===== src/rtl/imm_gen_pipe.sv =====
// Multi-lane RISC-V immediate generator with a two-entry (main + skid) output buffer.
// Optional feature: define IMM_GEN_ZICSR_EN to decode CSR-immediate (zimm) instructions as fmt 6.
module imm_gen_pipe #(
    parameter int unsigned XLEN  = 32,
    parameter int unsigned LANES = 2
) (
    input  logic                    clk,
    input  logic                    rst,
    input  logic                    flush,
    input  logic                    in_valid,
    output logic                    in_ready,
    input  logic [LANES-1:0]        in_lane_vld,
    input  logic [32*LANES-1:0]     in_inst,
    output logic                    out_valid,
    input  logic                    out_ready,
    output logic [LANES-1:0]        out_lane_vld,
    output logic [XLEN*LANES-1:0]   out_imm,
    output logic [3*LANES-1:0]      out_fmt
);

    localparam int unsigned IW = 32;
    localparam int unsigned FW = 3;

    localparam logic [FW-1:0] FMT_NONE = 3'd0;
    localparam logic [FW-1:0] FMT_I    = 3'd1;
    localparam logic [FW-1:0] FMT_S    = 3'd2;
    localparam logic [FW-1:0] FMT_B    = 3'd3;
    localparam logic [FW-1:0] FMT_U    = 3'd4;
    localparam logic [FW-1:0] FMT_J    = 3'd5;
`ifdef IMM_GEN_ZICSR_EN
    localparam logic [FW-1:0] FMT_CSR  = 3'd6;
`endif

    typedef enum logic [1:0] {
        EMPTY = 2'd0,
        ONE   = 2'd1,
        TWO   = 2'd2
    } state_t;

    state_t                   state_q, state_d;
    logic                     in_ready_q, in_ready_d;
    logic                     out_valid_q, out_valid_d;
    logic [LANES-1:0]         main_vld_q, main_vld_d, skid_vld_q, skid_vld_d;
    logic [XLEN*LANES-1:0]    main_imm_q, main_imm_d, skid_imm_q, skid_imm_d;
    logic [FW*LANES-1:0]      main_fmt_q, main_fmt_d, skid_fmt_q, skid_fmt_d;

    logic [LANES-1:0][IW-1:0] lane_inst;
    logic [XLEN*LANES-1:0]    dec_imm;
    logic [FW*LANES-1:0]      dec_fmt;
    logic                     in_xfer, out_xfer;
    logic                     unused_lsbs;

    assign lane_inst   = in_inst;
    assign unused_lsbs = ^lane_inst;

    // Per-lane decode; every immediate is built as 32 bits then sign-extended to XLEN.
    always_comb begin
        logic [IW-1:0] imm32;
        logic [FW-1:0] fmt;
        dec_imm = '0;
        dec_fmt = '0;
        for (int unsigned k = 0; k < LANES; k++) begin
            imm32 = '0;
            fmt   = FMT_NONE;
            if (in_lane_vld[k]) begin
                case (lane_inst[k][6:2])
                    5'b00000, 5'b00100, 5'b11001: begin
                        fmt   = FMT_I;
                        imm32 = {{20{lane_inst[k][31]}}, lane_inst[k][31:20]};
                    end
                    5'b01000: begin
                        fmt   = FMT_S;
                        imm32 = {{20{lane_inst[k][31]}}, lane_inst[k][31:25], lane_inst[k][11:7]};
                    end
                    5'b11000: begin
                        fmt   = FMT_B;
                        imm32 = {{20{lane_inst[k][31]}}, lane_inst[k][7], lane_inst[k][30:25],
                                 lane_inst[k][11:8], 1'b0};
                    end
                    5'b01101, 5'b00101: begin
                        fmt   = FMT_U;
                        imm32 = {lane_inst[k][31:12], 12'b0};
                    end
                    5'b11011: begin
                        fmt   = FMT_J;
                        imm32 = {{12{lane_inst[k][31]}}, lane_inst[k][19:12], lane_inst[k][20],
                                 lane_inst[k][30:21], 1'b0};
                    end
`ifdef IMM_GEN_ZICSR_EN
                    5'b11100: begin
                        if (lane_inst[k][14]) begin
                            fmt   = FMT_CSR;
                            imm32 = {27'b0, lane_inst[k][19:15]};
                        end
                    end
`endif
                    default: begin
                        fmt   = FMT_NONE;
                        imm32 = '0;
                    end
                endcase
            end
            dec_imm[XLEN*k +: XLEN] = XLEN'($signed(imm32));
            dec_fmt[FW*k +: FW]     = fmt;
        end
    end

    assign in_xfer  = in_valid && in_ready_q;
    assign out_xfer = out_valid_q && out_ready;

    // Buffer control: flush overrides every transfer; skid drains into main.
    always_comb begin
        state_d    = state_q;
        main_vld_d = main_vld_q;
        main_imm_d = main_imm_q;
        main_fmt_d = main_fmt_q;
        skid_vld_d = skid_vld_q;
        skid_imm_d = skid_imm_q;
        skid_fmt_d = skid_fmt_q;
        if (flush) begin
            state_d = EMPTY;
        end else begin
            case (state_q)
                EMPTY: begin
                    if (in_xfer) begin
                        main_vld_d = in_lane_vld;
                        main_imm_d = dec_imm;
                        main_fmt_d = dec_fmt;
                        state_d    = ONE;
                    end
                end
                ONE: begin
                    if (in_xfer && !out_xfer) begin
                        skid_vld_d = in_lane_vld;
                        skid_imm_d = dec_imm;
                        skid_fmt_d = dec_fmt;
                        state_d    = TWO;
                    end else if (in_xfer && out_xfer) begin
                        main_vld_d = in_lane_vld;
                        main_imm_d = dec_imm;
                        main_fmt_d = dec_fmt;
                    end else if (out_xfer) begin
                        state_d = EMPTY;
                    end
                end
                TWO: begin
                    if (out_xfer) begin
                        main_vld_d = skid_vld_q;
                        main_imm_d = skid_imm_q;
                        main_fmt_d = skid_fmt_q;
                        state_d    = ONE;
                    end
                end
                default: state_d = EMPTY;
            endcase
        end
        in_ready_d  = (state_d != TWO);
        out_valid_d = (state_d != EMPTY);
    end

    always_ff @(posedge clk) begin
        if (rst) begin
            state_q     <= EMPTY;
            in_ready_q  <= 1'b1;
            out_valid_q <= 1'b0;
            main_vld_q  <= '0;
            main_imm_q  <= '0;
            main_fmt_q  <= '0;
            skid_vld_q  <= '0;
            skid_imm_q  <= '0;
            skid_fmt_q  <= '0;
        end else begin
            state_q     <= state_d;
            in_ready_q  <= in_ready_d;
            out_valid_q <= out_valid_d;
            main_vld_q  <= main_vld_d;
            main_imm_q  <= main_imm_d;
            main_fmt_q  <= main_fmt_d;
            skid_vld_q  <= skid_vld_d;
            skid_imm_q  <= skid_imm_d;
            skid_fmt_q  <= skid_fmt_d;
        end
    end

    assign in_ready     = in_ready_q;
    assign out_valid    = out_valid_q;
    assign out_lane_vld = main_vld_q;
    assign out_imm      = main_imm_q;
    assign out_fmt      = main_fmt_q;

endmodule


===== config.mk =====
export PLATFORM = sky130hd
export DESIGN_NAME = imm_gen_pipe
export DESIGN_NICKNAME = d
export VERILOG_FILES = /design/src/rtl/imm_gen_pipe.sv
export SDC_FILE = /design/constraint.sdc
export NUM_CORES = 1
export LEC_CHECK = 0
export BUFFER_PORTS_ARGS = -buffer_cell sky130_fd_sc_hd__buf_2
export CORE_ASPECT_RATIO = 1.1
export CORE_MARGIN = 2
export CORE_UTILIZATION = 50
export DETAILED_ROUTE_END_ITERATION = 6
export PLACE_DENSITY = 0.74
export SYNTH_ARGS = -nofsm -noshare
export SYNTH_HDL_FRONTEND = slang
export SYNTH_SLANG_ARGS = --single-unit
export TNS_END_PERCENT = 20

===== constraint.sdc =====
create_clock -name clk -period 4.7 [get_ports clk]
set_clock_uncertainty 0.1 [all_clocks]
set_input_delay 0.705 -clock clk [delete_from_list [all_inputs] [get_ports clk]]
set_output_delay 0.705 -clock clk [all_outputs]
set_load 0.02 [all_outputs]

Word-level counts from Yosys, hierarchy flattened
Cells that the tools add are included.
{"block": "op_classes", "muxes": 30, "n_reduce_logical": 16, "n_bitwise": 1, "eq_ne": 21}
{"operator": "32-bit case mux with 5 select lines", "n": 2}
{"operator": "64-bit 2-to-1 mux", "n": 4}
{"operator": "64-bit case mux with 3 select lines", "n": 1}
{"operator": "32-bit 2-to-1 mux", "n": 2}
{"operator": "5-bit equality test, second input constant", "n": 6}
{"operator": "3-bit case mux with 5 select lines", "n": 2}
{"operator": "6-bit 2-to-1 mux", "n": 4}
{"operator": "5-bit by 3-bit equality test with 1-bit output, second input constant", "n": 4}
{"operator": "5-bit by 4-bit equality test with 1-bit output, second input constant", "n": 4}
{"operator": "2-bit 2-to-1 mux", "n": 10}
{"operator": "6-bit case mux with 3 select lines", "n": 1}
{"operator": "2-bit case mux with 3 select lines", "n": 2}
{"operator": "5-bit logical NOT", "n": 2}
{"operator": "2-bit inequality test, second input constant", "n": 5}
{"operator": "3-bit 2-to-1 mux", "n": 2}
{"operator": "6-bit AND reduction", "n": 1}
{"operator": "3-bit OR reduction", "n": 2}
{"operator": "1-bit logical AND", "n": 4}
{"operator": "2-bit OR reduction", "n": 2}
{"operator": "3-bit AND reduction", "n": 1}
{"operator": "3-bit nonzero test", "n": 1}
{"operator": "2-bit by 1-bit equality test with 1-bit output, second input constant", "n": 1}
{"operator": "2-bit equality test, second input constant", "n": 1}
{"operator": "2-bit logical NOT", "n": 1}
{"operator": "3 further kinds", "n": 3}
{"block": "word_totals", "output_inout_bits": 74, "elab_cells": 77, "register_bits": 148, "inputBits": 71}

Longest topological paths before layout
Gate-level depths: netlist (run 1).
{"block": "logic_depth", "depth_word": 7, "ltp_mapped": 8, "mapped_depth_nobuf": 5}

Worst setup path before layout (run 1)
Ideal clock, no wire load.
{"block": "synth_path", "path_kind": "in2reg", "start": "in in_inst[2]", "end": "reg main_imm_q[13] (netlist: out_imm[13])", "setup_slack_ps": 2329, "t_required_ps": 4468, "setup_time_ps": 132, "arrival_ps": 2139, "cell_stages": 8, "path_cell_list": "buf_2 -> and4b_1 -> buf_2 -> o41ai_4 -> nor2_1 -> buf_4 -> a221oi_2 -> nor3_1"}
{"block": "synth_between", "elab_chain_len": 7, "elab_cells_between_ends": 16, "cone_classes": "eq/ne: 7; mux: 6; reduce/logical: 3"}
{"element": "start: declaration", "line_no": "13", "source": "input logic [32*LANES-1:0] in_inst,"}
{"element": "5-bit by 3-bit equality test with 1-bit output (tied with other cells)", "line_no": "66", "source": "case (lane_inst[k][6:2])"}
{"element": "3-bit OR reduction / 2-bit OR reduction (equally long branches)", "line_no": "66"}
{"element": "32-bit case mux with 5 select lines (*)", "line_no": "66"}
{"element": "32-bit 2-to-1 mux (*)", "line_no": "65", "source": "if (in_lane_vld[k]) begin"}
{"element": "64-bit 2-to-1 mux", "line_no": "138", "source": "end else if (in_xfer && out_xfer) begin"}
{"element": "64-bit 2-to-1 mux", "line_no": "133", "source": "if (in_xfer && !out_xfer) begin"}
{"element": "64-bit case mux with 3 select lines (*)", "line_no": "123", "source": "case (state_q)"}
{"element": "end signal: assignment", "line_no": "177", "source": "main_imm_q <= main_imm_d;"}
{"element": "end: declaration", "line_no": "44", "source": "logic [XLEN*LANES-1:0] main_imm_q, main_imm_d, skid_imm_q, skid_imm_d;"}
Every way passes the cells marked *; elsewhere a longest branch is shown, timed or not. The select of a mux whose other input is x is not followed.
A chain may end at the register's enable or synchronous reset.

Final worst setup path (run 1)
{"block": "layout_path", "start": "reg state_q[0]", "end": "reg main_imm_q[25] (netlist: out_imm[25])"}
{"block": "layout_between", "elab_chain_len": 3, "elab_cells_between_ends": 10, "cone_classes": "eq/ne: 6; mux: 1; reduce/logical: 3"}
{"element": "start: declaration", "line_no": "40", "source": "state_t state_q, state_d;"}
{"element": "start signal: assignment", "line_no": "173", "source": "state_q <= state_d;"}
{"element": "2-bit by 1-bit equality test with 1-bit output (tied with other cells)", "line_no": "123"}
{"element": "2-bit inequality test (no source line) / 3-bit nonzero test (equally long branches)"}
{"element": "6-bit AND reduction (no source line)"}
Parallel ways exist; a longest one is shown, timed or not.

==> summary.txt, run 1 <==
Setup path
  • Crit Path Class: register to register
  • Crit-path max FO: 38
  • Crit path DAT: 3.20 ns
  • R2R depth: 6
  • Worst Setup End Kind: register
  • FF-to-FF setup slack: 1.72 ns
  • Worst Setup Start Kind: register
  • Required time of the critical path: 4.93 ns

Routing
  • Post-route ant nets: 0
  • Vias per cell: 5.86
  • Drt pass-1 iters: 7
  • # DRC: 1
  • DR WL/cell: 16.8 microns
  • Iter 0 DRT Violations: 652
  • Via Count: 6429
  • Total wire length: 18400 microns

Placed design
  • Buffers on Ports: 140
  • Dpl hpwl: 11600 microns
  • Final GP Congestion: 0.809

Status
  • Failing checks: DRC
  • Status: finished with violations

Clock network
  • Hold Buf Count CTS: 0
  • Clock sink total: 148
  • CTS tree: yes
  • Max clock buf depth: 2
  • CTS Root Cell: clkbuf_16
  • Resize count post-CTS: 0
  • H-tree depth: 4
  • Worst skew pair latency: 0.43 ns
  • TritonCTS Buffers: 17
  • Setup Buffers After CTS: 0
  • Clock-pin slew on the worst setup and hold paths: 0.06 ns

Cells and area
  • Ratio of cells with drive above 1 in the final layout: 0.222
  • N_diodes: 0
  • Syn-to-layout area delta: 20.5%
  • Footprint of the multi-input gates: 3410 sq um
  • Fillcell total: 1235
  • Register area: 2960 sq um
  • Final net count: 994

GRT
  • Remaining global-route overflow: 0
  • Initial antenna violation count: 0
  • GR Util met2: 0.444
  • Most used routing layer: met2
  • GRT Resource Usage Total: 0.261
  • M3 GR Usage: 0.0732
  • Met1 GRT Util: 0.320
  • Number of global-route vias before repair: 6057
  • First-pass GRT wire length: 30000 microns
  • Largest net degree at the start of global routing: 100

Yosys
  • Primary FF master, synth: dfxtp_1
  • Ys Warns: 0
  • Synth cell count leaders: dfxtp_1, nor2_1, nand2_1
  • Post-synth EDFFs: 0
  • Synthesized cell area: 6680 sq um
  • Post-synthesis sequential area ratio: 0.443
  • Post-synth top area share: 0.443
  • Top post-synthesis cells by area: dfxtp_1, nor2_1, a21oi_1, nand2_1, a211oi_1
  • Syn nets: 903
  • Post-synthesis cell count: 832
  • Synth cell types: 51
  • Largest area contributor in the netlist: dfxtp_1
  • Count leader, synth: dfxtp_1
  • Post-synth ARST share: 0
  • Post-Syn Area per Cell: 8.03 sq um
  • Synth Register Bits: 148

Pwr
  • Worst ir drop on vdd: 0.256 mV
  • Tot Pwr: 3.17 mW
  • Power per cell area: 394 nW/um^2
  • Leakage power: 3.34 nW

STA
  • Fin. Hold Viols: 0
  • Slew @ Worst Pin: 1.06 ns
  • Final min period: 2.98 ns
  • Final TNS setup: 0 ns
  • Rel. slew slack: 0.296
  • Final number of setup-violating endpoints: 0
  • Fmax: 336 MHz
  • RSZ-0062 raised after global routing: no
  • Final period utilization: 0.633
  • Fin. max-slew vios: 0

Job
  • Max cap viols: 0

Die
  • DIE AREA: 14300 sq um
  • Die X: 114 microns
  • FP Rows: 44
  • Core area: 13100 sq um
  • Initial Utilization: 0.510
  • I/O pins: 145
  • DIE HEIGHT: 125 microns

Min path
  • Hold path depth: 2
  • Worst min path class: register to register
## area by class of cell
type,instances,area share
clock buffer,18,0.0545
clock inverter,14,0.0259
inverter,5,0.00233
multi-input combinational,596,0.423
sequential,148,0.368
tap,161,0.0250
timing repair buffer,155,0.101
## registers in the layout, summed over array words and instances (netlist names)
| signal | flops |
|---|---|
| in_ready | 1 |
| out_valid | 1 |
| out_lane_vld | 2 |
| out_fmt | 6 |
| out_imm | 64 |
| skid_vld_q | 2 |
| state_q | 2 |
| skid_fmt_q | 6 |
| skid_imm_q | 64 |
## metal layers
layer / share of wire / routed length [microns] / up-vias
met1: 0.43 / 7840 / 3011
met4: 0.013 / 236 / 0
met5: 0 / 0 / -
li1: - / - / 3174
met2: 0.50 / 9150 / 222
met3: 0.064 / 1180 / 22
## power breakdown
group	internal [mW]	total, mW	switching, mW
Clock	0.952	1.49	0.541
Sequential	1.30	1.32	0.0224
Combinational	0.122	0.360	0.238
## final timing paths
| path | startpoint | endpoint |
|---|---|---|
| worst min register to register | skid_imm_q[32] | skid_imm_q[32] |
| worst min-delay path | skid_imm_q[32] | skid_imm_q[32] |
| worst max register to register | state_q[0] | out_imm[25] |
| worst max-delay path | state_q[0] | out_imm[25] |
## placed cells by master (no fill, tap or decap), types with 2 or more instances in the layout
master,instances
a211o_1,2
a211oi_1,42
a21boi_1,2
a21o_1,16
a21oi_1,72
a221oi_1,34
a221oi_2,9
a22oi_1,21
a311oi_1,3
and2_1,15
and3_1,4
and4b_1,2
buf_2,139
buf_4,16
bufinv_16,5
clkbuf_16,17
clkinv_2,4
clkinvlp_4,4
dfxtp_1,148
inv_1,5
mux2i_1,2
nand2_1,92
nand2b_1,4
nand3_1,41
nand3b_1,3
nand4b_1,2
nor2_1,111
nor2b_1,3
nor3_1,54
o211ai_1,3
o21ai_0,19
o21ai_1,16
## kinds of logic (layout without fill, tap and decap cells)
| group | count (synthesis) | in the layout | synth area share |
|---|---|---|---|
| AND/OR/NAND/NOR | 344 | 344 | 0.238 |
| AO/OA/AOI/OAI | 250 | 250 | 0.263 |
| multiplexers | 2 | 2 | 0.00300 |
| buffers and inverters | 88 | 192 | 0.0524 |
| flip-flops | 148 | 148 | 0.443 |
## stage by stage
| step | utilization | std cells | worst slack, ns | hold WS [ns] | instance area, sq um |
|---|---|---|---|---|---|
| after floorplan | - | 832 | 2.33 | 0.332 | 6680 |
| after global placement | 0.565 | 1065 | 1.46 | 0.340 | 7410 |
| after detailed placement | 0.565 | 1065 | 1.38 | 0.343 | 7410 |
| after CTS | 0.615 | 1097 | 1.70 | 0.352 | 8060 |
| after global routing | 0.615 | 1097 | 1.41 | 0.374 | 8060 |
| final | 0.615 | 1097 | 1.72 | 0.353 | 8060 |
## worst max-delay path, cell delays in order (launching register included)
cell and delay [ns]:
dfxtp_1 0.46, nand2b_1 0.48, nor2_1 0.19, o21bai_4 0.72
buf_4 0.57, a21oi_1 0.08, a211oi_1 0.25
(Power assumes the default switching activity.)
==> inputs of run 2 (changes only) <==
==> constraint.sdc (replaced) <==
create_clock -name clk -period 2.85 [get_ports clk]
set_clock_uncertainty 0.1 [all_clocks]
set_input_delay 0.4275 -clock clk [delete_from_list [all_inputs] [get_ports clk]]
set_output_delay 0.4275 -clock clk [all_outputs]
set_load 0.02 [all_outputs]
==> summary.txt, run 2 (synthesized netlist as in run 1, its figures left out) <==
Status
  • Status: complete, no violations

GRT
  • Largest net degree at the start of global routing: 53
  • M3 GR Usage: 0.0683
  • Most used routing layer: met2
  • Met1 GRT Util: 0.333
  • First-pass GRT wire length: 31200 microns
  • GR Util met2: 0.438
  • GRT Resource Usage Total: 0.270
  • Initial antenna violation count: 0
  • Number of global-route vias before repair: 6386
  • Remaining global-route overflow: 0

Die
  • I/O pins: 145
  • Die X: 114 microns
  • Core area: 13100 sq um
  • FP Rows: 44
  • Initial Utilization: 0.510
  • DIE HEIGHT: 125 microns
  • DIE AREA: 14300 sq um

Clock network
  • H-tree depth: 4
  • Setup Buffers After CTS: 0
  • CTS Root Cell: clkbuf_16
  • Clock sink total: 148
  • Resize count post-CTS: 0
  • Max clock buf depth: 2
  • Worst skew pair latency: 0.42 ns
  • Hold Buf Count CTS: 0
  • Clock-pin slew on the worst setup and hold paths: 0.06 ns
  • CTS tree: yes
  • TritonCTS Buffers: 17

Placed design
  • Final GP Congestion: 0.816
  • Inst Count DP: 1080
  • Dpl hpwl: 12300 microns
  • Buffers on Ports: 140
  • Placed cell areas: 7560 sq um

Cells and area
  • Final net count: 1009
  • Fillcell total: 1219
  • N_diodes: 0
  • Register area: 2960 sq um
  • Post-Layout Cell Count: 1112
  • Final Instance Area: 8170 sq um
  • Most frequent cells in the layout: dfxtp_1, buf_2, nor2_1
  • Most common cell after layout, fill and taps aside: dfxtp_1
  • Ratio of cells with drive above 1 in the final layout: 0.232
  • Post-Route Utilization: 0.623
  • Footprint of the multi-input gates: 3420 sq um
  • Syn-to-layout area delta: 22.2%

Routing
  • DR WL/cell: 16.8 microns
  • Drt pass-1 iters: 5
  • Iter 0 DRT Violations: 599
  • Vias per cell: 5.89
  • Via Count: 6545
  • Post-route ant nets: 0
  • # DRC: 0
  • Total wire length: 18700 microns

Setup path
  • Crit path DAT: 2.46 ns
  • Slowest cell on crit path: a211oi_1
  • Delay-heaviest family, CP: compound AO/OA/AOI/OAI gates
  • CP peak stage delay: 0.77 ns
  • Crit-path max FO: 17
  • Crit path buffers/inverters: 0
  • Worst Setup End Kind: register
  • Required time of the critical path: 3.11 ns
  • CP Cell Sequence: a21oi_1 -> nand3_2 -> a211oi_1 -> a22oi_1 -> nor2_1
  • Crit Path Class: register to register
  • Worst Setup Start Kind: register

STA
  • Fin. max-slew vios: 0
  • Final TNS setup: 0 ns
  • RSZ-0062 raised after global routing: no
  • Fmax: 453 MHz
  • Final number of setup-violating endpoints: 0
  • Final min period: 2.21 ns
  • Rel. slew slack: 0.255
  • Fin. Hold Viols: 0
  • Slew @ Worst Pin: 1.12 ns
  • Final period utilization: 0.774

Pwr
  • Worst ir drop on vdd: 0.388 mV
  • Tot Pwr: 5.07 mW
  • Power per cell area: 620 nW/um^2
  • Leakage power: 3.40 nW

Job
  • Max cap viols: 0

Min path
  • Worst min path class: input pin to register
## run 2: worst paths after layout
| check | start | endpoint | slack [ns] | cells after the start |
|---|---|---|---|---|
| hold reg to reg | skid_imm_q[43] | skid_imm_q[43] | 0.35 | 2 |
| hold / removal | in_inst[26] | skid_imm_q[6] | 0.18 | 3 |
| setup / recovery | out_valid | skid_imm_q[38] | 0.64 | 5 |
| setup reg to reg | out_valid | skid_imm_q[38] | 0.64 | 5 |
## run 2: metal layers
metal | wire length [microns] | part of all wire
met5 | 0 | 0
met4 | 588 | 0.031
met3 | 1410 | 0.076
met2 | 8980 | 0.48
met1 | 7700 | 0.41
## run 2: where the power goes
part	total, mW	internal [mW]	switching (mW)
Sequential	2.18	2.14	0.0372
Combinational	0.611	0.215	0.396
Clock	2.28	1.40	0.878
Total	5.07	3.76	1.31
## run 2: per-stage QoR
stage                     worst slack [ns]  hold WS (ns)
after floorplan                      0.757         0.332
after CTS                            0.641         0.167
final                                0.644         0.182
after detailed placement             0.292         0.347
after global routing                 0.404         0.197
after global placement               0.374         0.339
## run 2: layout make-up
type / instances / area share
Clock inverter: 12 / 0.0190
Clock buffer: 20 / 0.0547
Timing Repair Buffer: 170 / 0.118
Inverter: 5 / 0.00230
Sequential cell: 148 / 0.363
Tap cell: 161 / 0.0247
Multi-Input combinational cell: 596 / 0.418
## run 2: worst reg2reg max path, cell delays in order, from the launching register on
cell and delay, ns:
dfxtp_1 0.32, a21oi_1 0.28, nand3_2 0.39, a211oi_1 0.77, a22oi_1 0.16, nor2_1 0.13
